[config.mk]
export PLATFORM = sky130hd
export DESIGN_NAME = mess_counter_arbiter
export DESIGN_NICKNAME = d
export VERILOG_FILES = /design/src/rtl/mess_counter_arbiter_pkg.sv /design/src/rtl/mess_counter_arbiter_rr_arbiter.sv /design/src/rtl/mess_counter_arbiter.sv
export SDC_FILE = /design/constraint.sdc
export NUM_CORES = 1
export LEC_CHECK = 0
export ABC_CLOCK_PERIOD_IN_PS = 5900
export CAP_MARGIN = 0
export CORE_AREA = 2 2 62 64
export DETAILED_ROUTE_END_ITERATION = 12
export DIE_AREA = 0 0 64 66
export PLACE_DENSITY = 0.84
export RECOVER_POWER = 100
export SYNTH_ARGS = -nofsm -noshare
export SYNTH_HDL_FRONTEND = slang
export SYNTH_SLANG_ARGS = --single-unit
[constraint.sdc]
create_clock -name clk -period 5.9 [get_ports clk]
set_clock_uncertainty 0.2 [all_clocks]
set_input_delay 0.885 -clock clk [delete_from_list [all_inputs] [get_ports clk]]
set_output_delay 0.885 -clock clk [all_outputs]
set_load 0.005 [all_outputs]
[src/rtl/mess_counter_arbiter_pkg.sv]
// Shared types for the meal-counter arbiter: FSM states, ALU action encodings
// and the default number of kiosks.
package mess_pkg;

    localparam int DEFAULT_NUM_PORTS = 4;

    typedef enum logic [2:0] {
        ST_IDLE,
        ST_GRANT,
        ST_CHECK,
        ST_COMMIT,
        ST_RESP
    } state_t;

    typedef logic [1:0] action_t;

    localparam action_t ACT_NONE    = 2'b00;
    localparam action_t ACT_DEBIT   = 2'b01;
    localparam action_t ACT_REFUND  = 2'b10;
    localparam action_t ACT_BALANCE = 2'b11;

endpackage

[src/rtl/mess_counter_arbiter_rr_arbiter.sv]
// Combinational round-robin picker: first eligible port at or after ptr,
// wrapping around NUM_PORTS.
module rr_arbiter
    import mess_pkg::*;
#(
    parameter int NUM_PORTS = DEFAULT_NUM_PORTS,
    parameter int PORT_W    = 2
) (
    input  logic [NUM_PORTS-1:0] eligible,
    input  logic [PORT_W-1:0]    ptr,
    output logic [NUM_PORTS-1:0] win_onehot,
    output logic [PORT_W-1:0]    win_idx,
    output logic                 win_valid
);

    int idx;

    always_comb begin
        win_onehot = '0;
        win_idx    = '0;
        win_valid  = 1'b0;
        idx        = 0;
        for (int i = 0; i < NUM_PORTS; i++) begin
            idx = int'(ptr) + i;
            if (idx >= NUM_PORTS) idx = idx - NUM_PORTS;
            if (!win_valid && eligible[idx]) begin
                win_valid       = 1'b1;
                win_idx         = idx[PORT_W-1:0];
                win_onehot[idx] = 1'b1;
            end
        end
    end

endmodule

[src/rtl/mess_counter_arbiter.sv]
// Shares the ALU / credit-register datapath between meal counters: round-robin
// pick, credit check, single load strobe, then a one-cycle ack or deny.
module mess_counter_arbiter
    import mess_pkg::*;
#(
    parameter int NUM_PORTS = DEFAULT_NUM_PORTS,
    parameter int PORT_W    = 2,
    parameter int TXN_W     = 8
) (
    input  logic                   clk,
    input  logic                   rst,
    input  logic [NUM_PORTS-1:0]   req,
    input  logic [2*NUM_PORTS-1:0] action_in,
    input  logic                   credit_ok,
    output logic [1:0]             alu_action,
    output logic                   load_enable,
    output logic [NUM_PORTS-1:0]   grant,
    output logic [NUM_PORTS-1:0]   ack,
    output logic [NUM_PORTS-1:0]   deny,
    output logic                   busy,
    output logic [PORT_W-1:0]      active_port,
    output logic [TXN_W-1:0]       txn_count
);

    state_t                state_q, state_d;
    logic [PORT_W-1:0]     ptr_q;
    logic [PORT_W-1:0]     win_q;
    logic [NUM_PORTS-1:0]  mask_q;
    logic [NUM_PORTS-1:0]  own_q;
    action_t               act_q;
    logic                  ack_pend_q;
    logic [TXN_W-1:0]      txn_q;

    logic [NUM_PORTS-1:0]  arb_onehot;
    logic [PORT_W-1:0]     arb_idx;
    logic                  arb_valid;
    logic                  owner_req;
    logic                  take;

    rr_arbiter #(
        .NUM_PORTS (NUM_PORTS),
        .PORT_W    (PORT_W)
    ) u_rr (
        .eligible   (req & ~mask_q),
        .ptr        (ptr_q),
        .win_onehot (arb_onehot),
        .win_idx    (arb_idx),
        .win_valid  (arb_valid)
    );

    assign owner_req   = |(own_q & req);
    assign take        = (state_q == ST_IDLE) && arb_valid;
    assign busy        = (state_q != ST_IDLE);
    assign active_port = win_q;
    assign txn_count   = txn_q;

    always_comb begin
        state_d     = state_q;
        grant       = '0;
        ack         = '0;
        deny        = '0;
        load_enable = 1'b0;
        alu_action  = ACT_NONE;
        unique case (state_q)
            ST_IDLE: begin
                if (arb_valid) state_d = ST_GRANT;
            end
            ST_GRANT: begin
                grant      = own_q;
                alu_action = act_q;
                state_d    = owner_req ? ST_CHECK : ST_IDLE;
            end
            ST_CHECK: begin
                grant      = own_q;
                alu_action = act_q;
                if (!owner_req)     state_d = ST_IDLE;
                else if (credit_ok) state_d = ST_COMMIT;
                else                state_d = ST_RESP;
            end
            // Past the credit check the debit is committed regardless of req.
            ST_COMMIT: begin
                grant       = own_q;
                alu_action  = act_q;
                load_enable = 1'b1;
                state_d     = ST_RESP;
            end
            ST_RESP: begin
                ack     = ack_pend_q ? own_q : '0;
                deny    = ack_pend_q ? '0 : own_q;
                state_d = ST_IDLE;
            end
            default: state_d = ST_IDLE;
        endcase
    end

    always_ff @(posedge clk or posedge rst) begin
        if (rst) begin
            state_q    <= ST_IDLE;
            ptr_q      <= '0;
            win_q      <= '0;
            mask_q     <= '0;
            ack_pend_q <= 1'b0;
            txn_q      <= '0;
        end else begin
            state_q <= state_d;
            // A served port stays masked until it lowers req, so a held req
            // cannot be debited twice.
            mask_q  <= (mask_q & req) | ((state_q == ST_RESP) ? (own_q & req) : '0);
            if (take) begin
                win_q <= arb_idx;
                ptr_q <= (arb_idx == PORT_W'(NUM_PORTS - 1)) ? '0 : arb_idx + 1'b1;
            end
            if (state_q == ST_CHECK) ack_pend_q <= credit_ok;
            if ((state_q == ST_COMMIT) && (txn_q != {TXN_W{1'b1}})) txn_q <= txn_q + 1'b1;
        end
    end

    // Owner vector and action are only observed while gated by state.
    always_ff @(posedge clk) begin
        if (take) begin
            own_q <= arb_onehot;
            act_q <= action_in[{arb_idx, 1'b0} +: 2];
        end
    end

endmodule

# [After elaboration in Yosys (flattened, before gate mapping)]
# Cells that the tools add are included.
[op_classes] addsub=9 n_lt_le_gt_ge=12 n_eq_ne=7 shift=1 mux=50 bitwise_logic=8 n_reduce_logical=16
[op_table] operator=">= comparator 32 x 1 -> 1 bit (second input constant)" n=4
[op_table] operator="less-than comparator 32 x 4 -> 1 bit (second input constant)" n=4
[op_table] operator="2-to-1 mux 32 bit" n=4
[op_table] operator=">= comparator 32 x 4 -> 1 bit (second input constant)" n=3
[op_table] operator="subtractor 32 x 4 -> 32 bit (second input constant)" n=3
[op_table] operator="2-to-1 mux 4 bit" n=10
[op_table] operator="2-to-1 mux 1 bit" n=17
[op_table] operator="bitwise OR 4 bit" n=4
[op_table] operator="2-to-1 mux 2 bit" n=7
[op_table] operator="AND 4 bit" n=3
[op_table] operator="case mux 3 bit (4 select lines)" n=1
[op_table] operator="logical AND 1 bit" n=9
[op_table] operator="2-to-1 mux 3 bit" n=3
[op_table] operator="adder 8 x 1 -> 8 bit (second input constant)" n=1
[op_table] operator="binary-select mux 1 bit (select 2 bit)" n=4
[op_table] operator="demux 1 bit (select 2 bit)" n=4
[op_table] operator="!= test 8 bit (second input constant)" n=1
[op_table] operator="variable part select 8 x 4 -> 2 bit" n=1
[op_table] operator="adder 2 x 2 -> 3 bit (second input constant)" n=2
[op_table] operator="equality test 3 x 2 -> 1 bit (second input constant)" n=2
[op_table] operator="NOT 4 bit" n=1
[op_table] operator="OR reduction 4 bit" n=1
[op_table] operator="subtractor 2 x 3 -> 4 bit (second input constant)" n=1
[op_table] operator="adder 2 x 1 -> 3 bit (second input constant)" n=1
[op_table] operator="other kinds (10)" n=12
[totals] register_bits=26 in_bits=15 out_inout_bits=26 elab_cells=111

# [Logic depth before layout (Yosys ltp)]
[depth] word_depth=17 depth_mapped=10 depth_no_buf=8

# [By module]
# A second synthesis with hierarchy kept.
[hier_totals] cells_unflattened=157 hier_area_um2=1761.7
[by_module_without_submodules] mod="mess_counter_arbiter" n_inst=1 cells_per_inst=109 area_per_inst_um2=1305.0
[by_module_without_submodules] mod="rr_arbiter" n_inst=1 cells_per_inst=48 area_per_inst_um2=456.7

# [Worst setup path before layout]
# No wires, ideal clock.
[synth_timing] path_type="in2reg" startpoint="input req[1]" endpoint="register act_q[0] (data pin)" setup_time_ps=270 arrival_ps=2331 slack_ps=3099 cell_stages=6 path_buffers=0 path_cell_list="nor2b_4 -> mux4_2 -> a21boi_4 -> mux2_1 -> a22oi_1 -> a22oi_1"
[synth_between] elab_chain_len=15 elab_cells_between_ends=27 classes_between="shift: 1; mux: 19; bitwise: 1; reduce/logical: 6"
[synth_lines] element="from (decl)" line="mess_counter_arbiter.sv:12" rtl="input logic [NUM_PORTS-1:0] req,"
[synth_lines] element="AND 4 bit (*)" line="mess_counter_arbiter.sv:44" rtl=".eligible (req & ~mask_q),"
[synth_lines] element="binary-select mux 1 bit (select 2 bit)" line="mess_counter_arbiter_rr_arbiter.sv:26" rtl="if (!win_valid && eligible[idx]) begin"
[synth_lines] element="2-to-1 mux 1 bit (implied by the code) (2 in series)" line="mess_counter_arbiter_rr_arbiter.sv:26"
[synth_lines] element="2-to-1 mux 1 bit" line="mess_counter_arbiter_rr_arbiter.sv:26"
[synth_lines] element="zero test 1 bit" line="mess_counter_arbiter_rr_arbiter.sv:26"
[synth_lines] element="logical AND 1 bit" line="mess_counter_arbiter_rr_arbiter.sv:26"
[synth_lines] element="2-to-1 mux 1 bit" line="mess_counter_arbiter_rr_arbiter.sv:26"
[synth_lines] element="zero test 1 bit" line="mess_counter_arbiter_rr_arbiter.sv:26"
[synth_lines] element="logical AND 1 bit" line="mess_counter_arbiter_rr_arbiter.sv:26"
[synth_lines] element="2-to-1 mux 1 bit" line="mess_counter_arbiter_rr_arbiter.sv:26"
[synth_lines] element="zero test 1 bit" line="mess_counter_arbiter_rr_arbiter.sv:26"
[synth_lines] element="logical AND 1 bit" line="mess_counter_arbiter_rr_arbiter.sv:26"
[synth_lines] element="2-to-1 mux 2 bit (*)" line="mess_counter_arbiter_rr_arbiter.sv:26"
[synth_lines] element="variable part select 8 x 4 -> 2 bit (*)" line="mess_counter_arbiter.sv:122" rtl="act_q <= action_in[{arb_idx, 1'b0} +: 2];"
[synth_lines] element="to (signal assigned)" line="mess_counter_arbiter.sv:122"
[synth_lines] element="to (decl)" line="mess_counter_arbiter.sv:30" rtl="action_t act_q;"
# Mark *: on every way between the ends. The rest lies on a longest branch, timed or not. The select of a mux whose other input is x is not followed.
# A chain may end at the register's enable or synchronous reset.

# [Worst setup path after layout]
[layout_timing] startpoint="register ptr_q[0]" endpoint="register act_q[1] (data pin)"
[layout_between] elab_chain_len=16 elab_cells_between_ends=41 classes_between="add/sub: 7; order compare: 4; shift: 1; mux: 23; reduce/logical: 6"
[layout_lines] element="from (decl)" line="mess_counter_arbiter.sv:26" rtl="logic [PORT_W-1:0] ptr_q;"
[layout_lines] element="from (signal assigned)" line="mess_counter_arbiter.sv:111" rtl="ptr_q <= (arb_idx == PORT_W'(NUM_PORTS - 1)) ? '0 : arb_idx + 1'b1;"
[layout_lines] element="parallel branches: the longest is 14 deep, another holds subtractor 32 x 4 -> 32 bit"
[layout_lines] element="2-to-1 mux 2 bit (*)" line="mess_counter_arbiter_rr_arbiter.sv:26"
[layout_lines] element="variable part select 8 x 4 -> 2 bit (*)" line="mess_counter_arbiter.sv:122"
# Mark *: on every way between the ends. The select of a mux whose other input is x is not followed.

==> impl_metrics.env <==
export IMPL_fmax_mhz=247
export IMPL_path_cells="clkinvlp_2 -> ha_1 -> inv_1 -> mux4_2 -> a21boi_4 -> mux2_1 -> a22oi_1 -> a22oi_1"
export IMPL_wire_per_inst_um=14.7
export IMPL_setup_viol=0
export IMPL_finalCritPeriodShare=0.686
export IMPL_power_switching_mw=0.497
export IMPL_drc=0
export IMPL_syn_to_final_growth_pct=24.7
export IMPL_p_comb_frac=0.598
export IMPL_finalPower_mw=1.16
export IMPL_max_vdd_ir_drop_mv=0.277
export IMPL_cpMostUsedCell="a22oi_1"
export IMPL_syn_area_um2=1840
export IMPL_required_ns=5.78
export IMPL_critPathKind="reg -> reg"
export IMPL_status="completed"
export IMPL_io_pins=41
export IMPL_antenna_found_initial=0
export IMPL_worstSkewPairLatency_ns=0.34
export IMPL_synth_cells=176
export IMPL_start_kind="flip-flop"
export IMPL_cts_tree="yes"
export IMPL_die_area_um2=4220
export IMPL_mostFrequentLayoutCell="dlygate4sd3_1"
export IMPL_synth_top_family_by_area="simple AND/OR/NAND/NOR gates"
export IMPL_cts_max_level=1
export IMPL_grt_max_degree=21
export IMPL_layout_drive_gt1_share=0.0837
export IMPL_grtUsageTotal=0.199
export IMPL_ant_nets=0
export IMPL_place_hpwl_um=2970
export IMPL_avgSynthCellArea_um2=10.5
export IMPL_synth_flop_cell="dfrtp_1"
export IMPL_tightest_slew_ns=0.735
export IMPL_clkPwrFrac=0.095
export IMPL_rows=22
export IMPL_rsz0062_at_grt="no"
export IMPL_core_area_um2=3550
export IMPL_period_needed_ns=4.04
export IMPL_async_flop_share=0.769
export IMPL_fillerInstances=285
export IMPL_slew_violations=0
export IMPL_drt_iter0_markers=94
export IMPL_synth_compound_area_frac=0.173
export IMPL_final_cell_mix="dlygate4sd3_1, dfrtp_1, clkdlybuf4s50_1, nor2_1"
export IMPL_vias_per_cell=5.64
export IMPL_synth_cell_types=49
export IMPL_p_int_mw=0.662
export IMPL_clk_pin_slew_ns=0.15
export IMPL_grt_overflow=0
export IMPL_crit_path_max_fanout=17
export IMPL_powerDensity_nw_per_um2=505
export IMPL_hold_viol_final=0
export IMPL_preCtsSetupSlack_ns=2.32
export IMPL_synth_area_mux_share=0.126
export IMPL_cts_hold_buffers=0
export IMPL_crit_slowest_cell="dfrtp_1"
export IMPL_die_y_um=66
export IMPL_cts_path_max_buffers=2
export IMPL_diodes=0
export IMPL_slowest_delay_ns=0.82
export IMPL_routed_wl_um=3860
export IMPL_cts_resized=0
export IMPL_swShare=0.429
export IMPL_grt_pass1_wl_um=6460
export IMPL_yosys_area_share_simple=0.198
export IMPL_fp_dieW_um=64
export IMPL_cts_root_buffer="clkbuf_4"
export IMPL_nets=240
export IMPL_holdWs_ns=0.299
export IMPL_initial_core_util=0.518
export IMPL_min_path_type="reg -> reg"
export IMPL_layout_setup_ws_ns=1.86
export IMPL_cts_buffers=3
export IMPL_synth_edf_count=6
export IMPL_ys_ff_latch=26
export IMPL_gp_congestion=0.849
export IMPL_synth_xor_area_frac=0.0381
export IMPL_cts_setup_buffers=0
export IMPL_synthAdderAreaFrac=0.0612
export IMPL_endpoint_kind="flip-flop"
export IMPL_leakage_nw=1.05
export IMPL_fin_setup_tns_ns=0
export IMPL_cts_num_sinks=26
export IMPL_grt_pass1_vias=1330
export IMPL_maxCapViolCount=0
export IMPL_slew_headroom=0.510
export IMPL_portBuffers=40
export IMPL_pwr_share_seq=0.307
export IMPL_synth_fp_nets=200
export IMPL_ys_seq_area_frac=0.370
export IMPL_yosysWarnings=0
export IMPL_vias=1483
export IMPL_cp_arrival_ns=3.92
export IMPL_drt_pass1_iter_count=4
-- final cells by class --
type | instances | area [um^2] | area share
clock buffers | 4 | 47.5 | 0.0207
inverters | 8 | 31.3 | 0.0136
multi-input cells | 137 | 1070 | 0.468
flip-flops and latches | 26 | 681 | 0.297
well taps | 48 | 60.1 | 0.0262
repair buffers | 40 | 400 | 0.174
-- cells by family after synthesis --
logic type | after synthesis
flops | 26
xor+xnor | 8
fa+ha+maj | 9
simple gates | 64
compound gates | 39
buf+inv | 13
mux | 17
-- critical path: cells and delay by family (launching register included) --
family | cells | cell delay, ns
flip-flops | 1 | 0.82
AO/OA/AOI/OAI | 3 | 0.51
adder cells (fa/ha/maj) | 1 | 0.56
multiplexers | 2 | 0.82
buffers and inverters | 2 | 0.86
-- metal layers --
| metal | up-vias | GRT usage | share of wire |
|---|---|---|---|
| li1 | 721 | - | - |
| met1 | 704 | 0.248 | 0.43 |
| met2 | 53 | 0.355 | 0.50 |
| met3 | 5 | 0.0307 | 0.059 |
| met4 | 0 | 0.0571 | 0.012 |
| met5 | - | 0 | 0 |
-- flip-flops by register name, summed over array words and instances (netlist names) --
| signal | count |
|---|---|
| ack_pend_q | 1 |
| act_q | 2 |
| active_port | 2 |
| mask_q | 4 |
| own_q | 4 |
| ptr_q | 2 |
| state_q | 3 |
| txn_count | 8 |
-- path summary, 6_finish.rpt --
path | from | slack (ns) | cells after the start | to
worst min register to register | active_port[0]$_DFFE_PP0P_ | 0.30 | 1 | active_port[0]$_DFFE_PP0P_
max in group asynchronous | rst | 4.15 | 2 | mask_q[2]$_DFF_PP0_
worst min-delay path | active_port[0]$_DFFE_PP0P_ | 0.30 | 1 | active_port[0]$_DFFE_PP0P_
worst max register to register | ptr_q[0]$_DFFE_PP0P_ | 1.86 | 8 | act_q[1]$_DFFE_PP_
min in group asynchronous | rst | 0.89 | 2 | active_port[1]$_DFFE_PP0P_
worst max-delay path | ptr_q[0]$_DFFE_PP0P_ | 1.86 | 8 | act_q[1]$_DFFE_PP_
-- power by group through the flow --
stage | clock network [mW] | logic [mW] | registers, mW
2_1_floorplan | 0 | 0.546 | 0.328
3_3_place_gp | 0 | 0.718 | 0.359
3_5_place_dp | 0 | 0.732 | 0.362
4_1_cts | 0.111 | 0.737 | 0.358
5_1_grt | 0.120 | 0.762 | 0.370
6_report | 0.110 | 0.693 | 0.356
-- Yosys cell counts, types with 2 or more instances --
master	count	area, um^2
dfrtp_1	20	500
and2_1	13	81.3
nor2_1	11	41.3
a21oi_1	9	45.0
ha_1	9	113
nor2b_1	9	56.3
a22oi_1	8	60.1
and3_1	8	50.1
inv_1	7	26.3
mux2_2	7	78.8
edfxtp_1	6	180
nand2_1	6	22.5
nor3_1	5	25.0
xnor2_1	5	43.8
mux2i_1	4	40.0
mux4_2	4	90.1
nand2b_1	4	25.0
xor2_1	3	26.3
a211o_1	2	17.5
a21o_1	2	15.0
a31oi_1	2	12.5
clkbuf_1	2	7.51
mux2_1	2	22.5
nand3_1	2	10.0
o31ai_1	2	15.0
-- metrics by stage --
stage / cell area [um^2] / utilization / cells
2_1_floorplan: 1840 / - / 176
3_3_place_gp: 2270 / 0.639 / 259
3_5_place_dp: 2270 / 0.639 / 259
4_1_cts: 2320 / 0.653 / 263
5_1_grt: 2290 / 0.646 / 263
6_report: 2290 / 0.646 / 263
Power figures use the tool's default switching activity.
